==> config.mk <==
export PLATFORM = sky130hd
export DESIGN_NAME = seq_restoring_divider
export DESIGN_NICKNAME = d
export VERILOG_FILES = /design/src/rtl/seq_restoring_divider_pkg.sv /design/src/rtl/seq_restoring_divider_cnt_subtractor.sv /design/src/rtl/seq_restoring_divider.sv
export SDC_FILE = /design/constraint.sdc
export NUM_CORES = 1
export LEC_CHECK = 0
export ABC_CLOCK_PERIOD_IN_PS = 5550
export BUFFER_PORTS_ARGS = -buffer_cell sky130_fd_sc_hd__buf_4
export CAP_MARGIN = 5
export CELL_PAD_IN_SITES_DETAIL_PLACEMENT = 1
export CELL_PAD_IN_SITES_GLOBAL_PLACEMENT = 2
export CORE_MARGIN = 1
export CORE_UTILIZATION = 35
export DETAILED_ROUTE_END_ITERATION = 10
export PLACE_DENSITY = 0.81
export SYNTH_ARGS = -nofsm -noshare
export SYNTH_HDL_FRONTEND = slang
export SYNTH_SLANG_ARGS = --single-unit
export TNS_END_PERCENT = 20
==> constraint.sdc <==
create_clock -name clk -period 5.55 [get_ports clk]
set_clock_uncertainty 0.1 [all_clocks]
set_input_delay 0.555 -clock clk [delete_from_list [all_inputs] [get_ports clk]]
set_output_delay 0.555 -clock clk [all_outputs]
set_load 0.02 [all_outputs]
==> src/rtl/seq_restoring_divider_pkg.sv <==
`default_nettype none
//============================================================================
// Module      : seq_restoring_divider_pkg
// Description : Shared definitions for the sequential restoring divider:
//               FSM state encoding and step-counter width helper.
// Revision    : 1.0 - initial release
//============================================================================
package seq_restoring_divider_pkg;

    // Explicit 2-bit encoding; the value 2'd3 is unused and recovers to IDLE.
    typedef enum logic [1:0] {
        ST_IDLE = 2'd0,
        ST_CALC = 2'd1,
        ST_DONE = 2'd2
    } state_t;

    // Step counter must hold 0..n inclusive.
    function automatic int cnt_width(input int n);
        return $clog2(n + 1);
    endfunction

endpackage : seq_restoring_divider_pkg
`default_nettype wire

==> src/rtl/seq_restoring_divider_cnt_subtractor.sv <==
`default_nettype none
//============================================================================
// Module      : cnt_subtractor
// Description : W-bit ripple subtractor diff = a - b built from full-adder
//               cells: b is inverted and the carry-in is tied to 1, so the
//               final carry-out is the "no borrow" flag (a >= b).
// Ports       : a, b  [W-1:0] in  - minuend, subtrahend (unsigned)
//               diff  [W-1:0] out - a - b modulo 2^W
//               cout          out - 1 when a >= b
// Revision    : 1.0 - initial release
//============================================================================
module cnt_subtractor #(
    parameter int W = 9
) (
    input  logic [W-1:0] a,
    input  logic [W-1:0] b,
    output logic [W-1:0] diff,
    output logic         cout
);

    logic [W:0] w_c;

    assign w_c[0] = 1'b1;

    for (genvar i = 0; i < W; i++) begin : g_fa
        logic w_nb;
        assign w_nb     = ~b[i];
        assign diff[i]  = a[i] ^ w_nb ^ w_c[i];
        assign w_c[i+1] = (a[i] & w_nb) | (a[i] & w_c[i]) | (w_nb & w_c[i]);
    end

    assign cout = w_c[W];

endmodule : cnt_subtractor
`default_nettype wire

==> src/rtl/seq_restoring_divider.sv <==
`default_nettype none
//============================================================================
// Module      : seq_restoring_divider
// Description : Multi-cycle unsigned N-bit restoring divider, one quotient
//               bit per clock, with a start/done handshake.
// Ports       : clk, rst_n             - clock, async active-low reset
//               start                  - request, sampled while ready=1
//               dividend, divisor [N]  - operands, captured on accept
//               ready                  - high in IDLE and DONE
//               done                   - one-cycle result pulse
//               quotient, remainder[N] - results, held between divides
//               div_by_zero            - set with done when divisor==0
// Revision    : 1.0 - initial release
//============================================================================
module seq_restoring_divider
    import seq_restoring_divider_pkg::*;
#(
    parameter int N = 8
) (
    input  logic         clk,
    input  logic         rst_n,
    input  logic         start,
    input  logic [N-1:0] dividend,
    input  logic [N-1:0] divisor,
    output logic         ready,
    output logic         done,
    output logic [N-1:0] quotient,
    output logic [N-1:0] remainder,
    output logic         div_by_zero
);

    localparam int CNT_W = cnt_width(N);
    localparam logic [CNT_W-1:0] c_LAST = CNT_W'(N - 1);

    state_t           r_state;
    logic [CNT_W-1:0] r_cnt;
    logic [N-1:0]     r_q;
    logic [N-1:0]     r_r;
    logic [N-1:0]     r_d;
    logic             r_ready;
    logic             r_done;
    logic [N-1:0]     r_quot;
    logic [N-1:0]     r_rem;
    logic             r_dbz;

    logic [N:0]       w_rshift;
    logic [N:0]       w_diff;
    logic             w_nob;
    logic [N-1:0]     w_rnext;
    logic [N-1:0]     w_qnext;
    logic             w_unused;

    // The partial remainder is always < D after a restoring step, so its
    // (N+1)-th bit is zero between iterations and only N bits are stored.
    // The shifted value R' still carries the full N+1 bits.
    assign w_rshift = {r_r, r_q[N-1]};

    cnt_subtractor #(
        .W (N + 1)
    ) u_sub (
        .a    (w_rshift),
        .b    ({1'b0, r_d}),
        .diff (w_diff),
        .cout (w_nob)
    );

    // When no borrow occurs the difference is < D, so its top bit is zero.
    assign w_unused = w_diff[N];
    assign w_rnext  = w_nob ? w_diff[N-1:0] : w_rshift[N-1:0];
    assign w_qnext  = {r_q[N-2:0], w_nob};

    always_ff @(posedge clk or negedge rst_n) begin
        if (!rst_n) begin
            r_state <= ST_IDLE;
            r_cnt   <= '0;
            r_q     <= '0;
            r_r     <= '0;
            r_d     <= '0;
            r_ready <= 1'b1;
            r_done  <= 1'b0;
            r_quot  <= '0;
            r_rem   <= '0;
            r_dbz   <= 1'b0;
        end else begin
            r_done <= 1'b0;
            case (r_state)
                ST_IDLE, ST_DONE: begin
                    r_state <= ST_IDLE;
                    r_ready <= 1'b1;
                    if (start) begin
                        r_q   <= dividend;
                        r_d   <= divisor;
                        r_r   <= '0;
                        r_cnt <= '0;
                        r_dbz <= 1'b0;
                        if (divisor == '0) begin
                            // Result is known immediately; skip CALC.
                            r_state <= ST_DONE;
                            r_done  <= 1'b1;
                            r_quot  <= '1;
                            r_rem   <= dividend;
                            r_dbz   <= 1'b1;
                        end else begin
                            r_state <= ST_CALC;
                            r_ready <= 1'b0;
                        end
                    end
                end
                ST_CALC: begin
                    r_q   <= w_qnext;
                    r_r   <= w_rnext;
                    r_cnt <= r_cnt + 1'b1;
                    if (r_cnt == c_LAST) begin
                        r_state <= ST_DONE;
                        r_ready <= 1'b1;
                        r_done  <= 1'b1;
                        r_quot  <= w_qnext;
                        r_rem   <= w_rnext;
                    end
                end
                default: begin
                    r_state <= ST_IDLE;
                    r_ready <= 1'b1;
                end
            endcase
        end
    end

    assign ready       = r_ready;
    assign done        = r_done;
    assign quotient    = r_quot;
    assign remainder   = r_rem;
    assign div_by_zero = r_dbz;

endmodule : seq_restoring_divider
`default_nettype wire

==> flow_metrics.tcl <==
set metrics [dict create \
    syn-instance-count 221 \
    synth_xor_area_share_pct 0 \
    n_antenna_cell 0 \
    synth-adder-area-share_pct 7.093 \
    dp_hpwl_um 3661 \
    cp.required_ps 5650 \
    grt_overflow_total 0 \
    cp_num_buf_inv 2 \
    die_y_um 83.57 \
    first_pass_iters 4 \
    setup_viol 0 \
    fillerInstances 708 \
    vias_per_cell 4.949 \
    synthSimpleGateAreaFrac_pct 12.95 \
    synth.area.mux_share_pct 11.18 \
    start_kind "flop" \
    dieArea_um2 6983 \
    syn_area_um2 2328 \
    cp_slowest_cell "fa_1" \
    critPathMaxFanout 10 \
    ios 38 \
    ant_nets 0 \
    stdcell_area_um2 2786 \
    outcome "completed" \
    ys_seq_area_share_pct 52.71 \
    p_leak_nw 1.239 \
    grt_use_total_pct 15.79 \
    clkLatencyLatePin_ps 300 \
    initial_core_util_pct 36.46 \
    gp_congestion 0.7402 \
    synth_edf_count 0 \
    crit_path_end_kind "flop" \
    async_reset_ff_share_pct 100.0 \
    cp_cell_sequence "inv_1 -> ha_1 -> inv_1 -> fa_1 -> fa_1 -> fa_1 -> fa_1 -> fa_1 -> fa_1 -> fa_1 -> nor2_4 -> mux2i_1 -> o21ai_0 -> mux2_4" \
    tightest_slew_ps 756.3 \
    cp_top_family "adder cells" \
    whs_ps 166.7 \
    maxSlewViolCount 0 \
    die_width_um 83.57 \
    first_iter_violations 89 \
    power.density_nw_per_um2 642.9 \
    fin_crit_sh_pct 85.22 \
    min_period_ps 4730 \
    multi_input_area_um2 972.2 \
    hp-class "in -> async" \
    ys_ff_latch 49 \
    synth_commonest_cells "dfrtp_1, nand2_1, o21ai_0" \
    yosys_most_used_dff "dfrtp_1" \
    drive_gt1_share_pct 24.61 \
    grt_setup_unrepaired "no" \
    std_cell_rows 29 \
    routed_wl_um 5093 \
    maxCapViolCount 0 \
    placed_cell_area_um2 2653 \
    synth.top_cell.area_share_pct 51.59 \
    cts_setup_buffers 0 \
    syn_avg_cell_area_um2 10.54 \
    hold_viol 0 \
    synth_compound_area_share_pct 10.53 \
    drc 0 \
    critPathKind "reg -> reg" \
    relSlewSlack_pct 49.39 \
    synth.most_common_cell "dfrtp_1" \
    synth_top_family_by_area "simple AND/OR/NAND/NOR gates" \
    ys_top_cells_by_area "dfrtp_1, nand2_1, fa_1, mux2i_1, o21ai_0" \
    vias 1648 \
    ir_drop_v 0.0002666 \
    clkSinkCount 49 \
    ys_types 30 \
    portBuffers 37 \
    synth_top_cell_by_area "dfrtp_1" \
    area.sequential_um2 1227 \
    grt_pass1_wl_um 8749 \
    cts_resized 0 \
    cpMostUsedCell "fa_1" \
    worstPathArrival_ps 4830 \
    wl_per_cell_um 15.29 \
    cts_tree "built" \
    nets 283 \
    max_freq_ghz 0.2114 \
    clkTransAtPathRegs_ps 90 \
    setup_tns_ps 0 \
    syn2layout_area_growth_pct 19.67 \
    cts-htree-levels 2 \
    grt_max_degree 50 \
    synth_nets 249 \
    clockBufferDepth 2 \
    ctsHoldBuffers 0 \
    ys_warn_count 0 \
    root_buffer "clkbuf_8" \
    antenna_found_initial 0 \
    slowest_delay_ps 440 \
    numCtsBuffers 5 \
    core_area_um2 6386 \
    grt_pass1_vias 1722 \
]
sequential cells by signal, summed over array words and instances, names as in the netlist:
signal and count:
div_by_zero 1, done 1, quotient 8, r_cnt 4
r_d 8, r_q 8, r_r 8, r_state 2
ready 1, remainder 8
cell usage in the layout, fill, tap and decap left out, types with 2 or more instances in the layout:
| master | Yosys | final |
|---|---|---|
| dfrtp_1 | 48 | 48 |
| nand2_1 | 46 | 46 |
| buf_4 | 0 | 39 |
| o21ai_0 | 28 | 28 |
| inv_1 | 17 | 17 |
| mux2i_1 | 14 | 14 |
| nor2_1 | 10 | 10 |
| mux2_2 | 8 | 8 |
| a31oi_1 | 7 | 7 |
| fa_1 | 7 | 7 |
| clkbuf_8 | 0 | 5 |
| nand2b_1 | 2 | 2 |
| nor4_2 | 2 | 2 |
| nor2b_1 | 2 | 2 |
| mux2_4 | 2 | 2 |
| o22ai_1 | 2 | 2 |
| ha_1 | 2 | 2 |
| bufinv_16 | 0 | 2 |
kinds of logic (layout without fill, tap and decap cells):
family,Yosys count,count (layout)
simple gates,68,68
mux,24,24
fa+ha+maj,9,9
buf+inv,29,64
compound gates,42,42
flops,49,49
worst paths after layout:
check                           startpoint            to  slack, ps  cells past startpoint
worst max-delay path                r_q[7]  remainder[6]        820                     14
worst min-delay path                 rst_n    r_state[1]        170                      1
worst max register to register      r_q[7]  remainder[6]        820                     14
worst min register to register    r_cnt[3]      r_cnt[3]        390                      1
max in group asynchronous            rst_n        r_d[0]       4760                      1
min in group clk                divisor[3]        r_d[3]        370                      3
final cells by class:
class,count,area share (%)
flip-flops and latches,49,44.05
multi-input cells,143,34.89
inverters,17,2.290
clock buffers,5,2.470
repair buffers,39,10.51
clock inverters,3,2.335
well taps,77,3.458
per-layer routing:
layer	vias to the layer above	track usage, %	part of all wire [%]
met4	0	3.852	0.75
met5	-	0	0
met1	812	21.83	48
met3	4	3.660	3.6
li1	800	-	-
met2	32	25.13	47
per-stage QoR:
stage | instances | worst slack, ps | utilization (%) | total power [mW]
detailed placement | 325 | 826.4 | 41.54 | 1.512
CTS | 333 | 805.2 | 43.63 | 1.819
global placement | 325 | 966.5 | 41.54 | 1.473
finish | 333 | 820.3 | 43.63 | 1.791
floorplan | 221 | 1197 | - | 1.235
global route | 333 | 616.0 | 43.63 | 1.949
power by group:
| group | switching [mW] | total, mW | internal, mW |
|---|---|---|---|
| logic | 0.496 | 0.867 | 0.370 |
| clock network | 0.122 | 0.301 | 0.179 |
| registers | 0.102 | 0.623 | 0.521 |
| total | 0.720 | 1.79 | 1.07 |
Power figures use the tool's default switching activity.
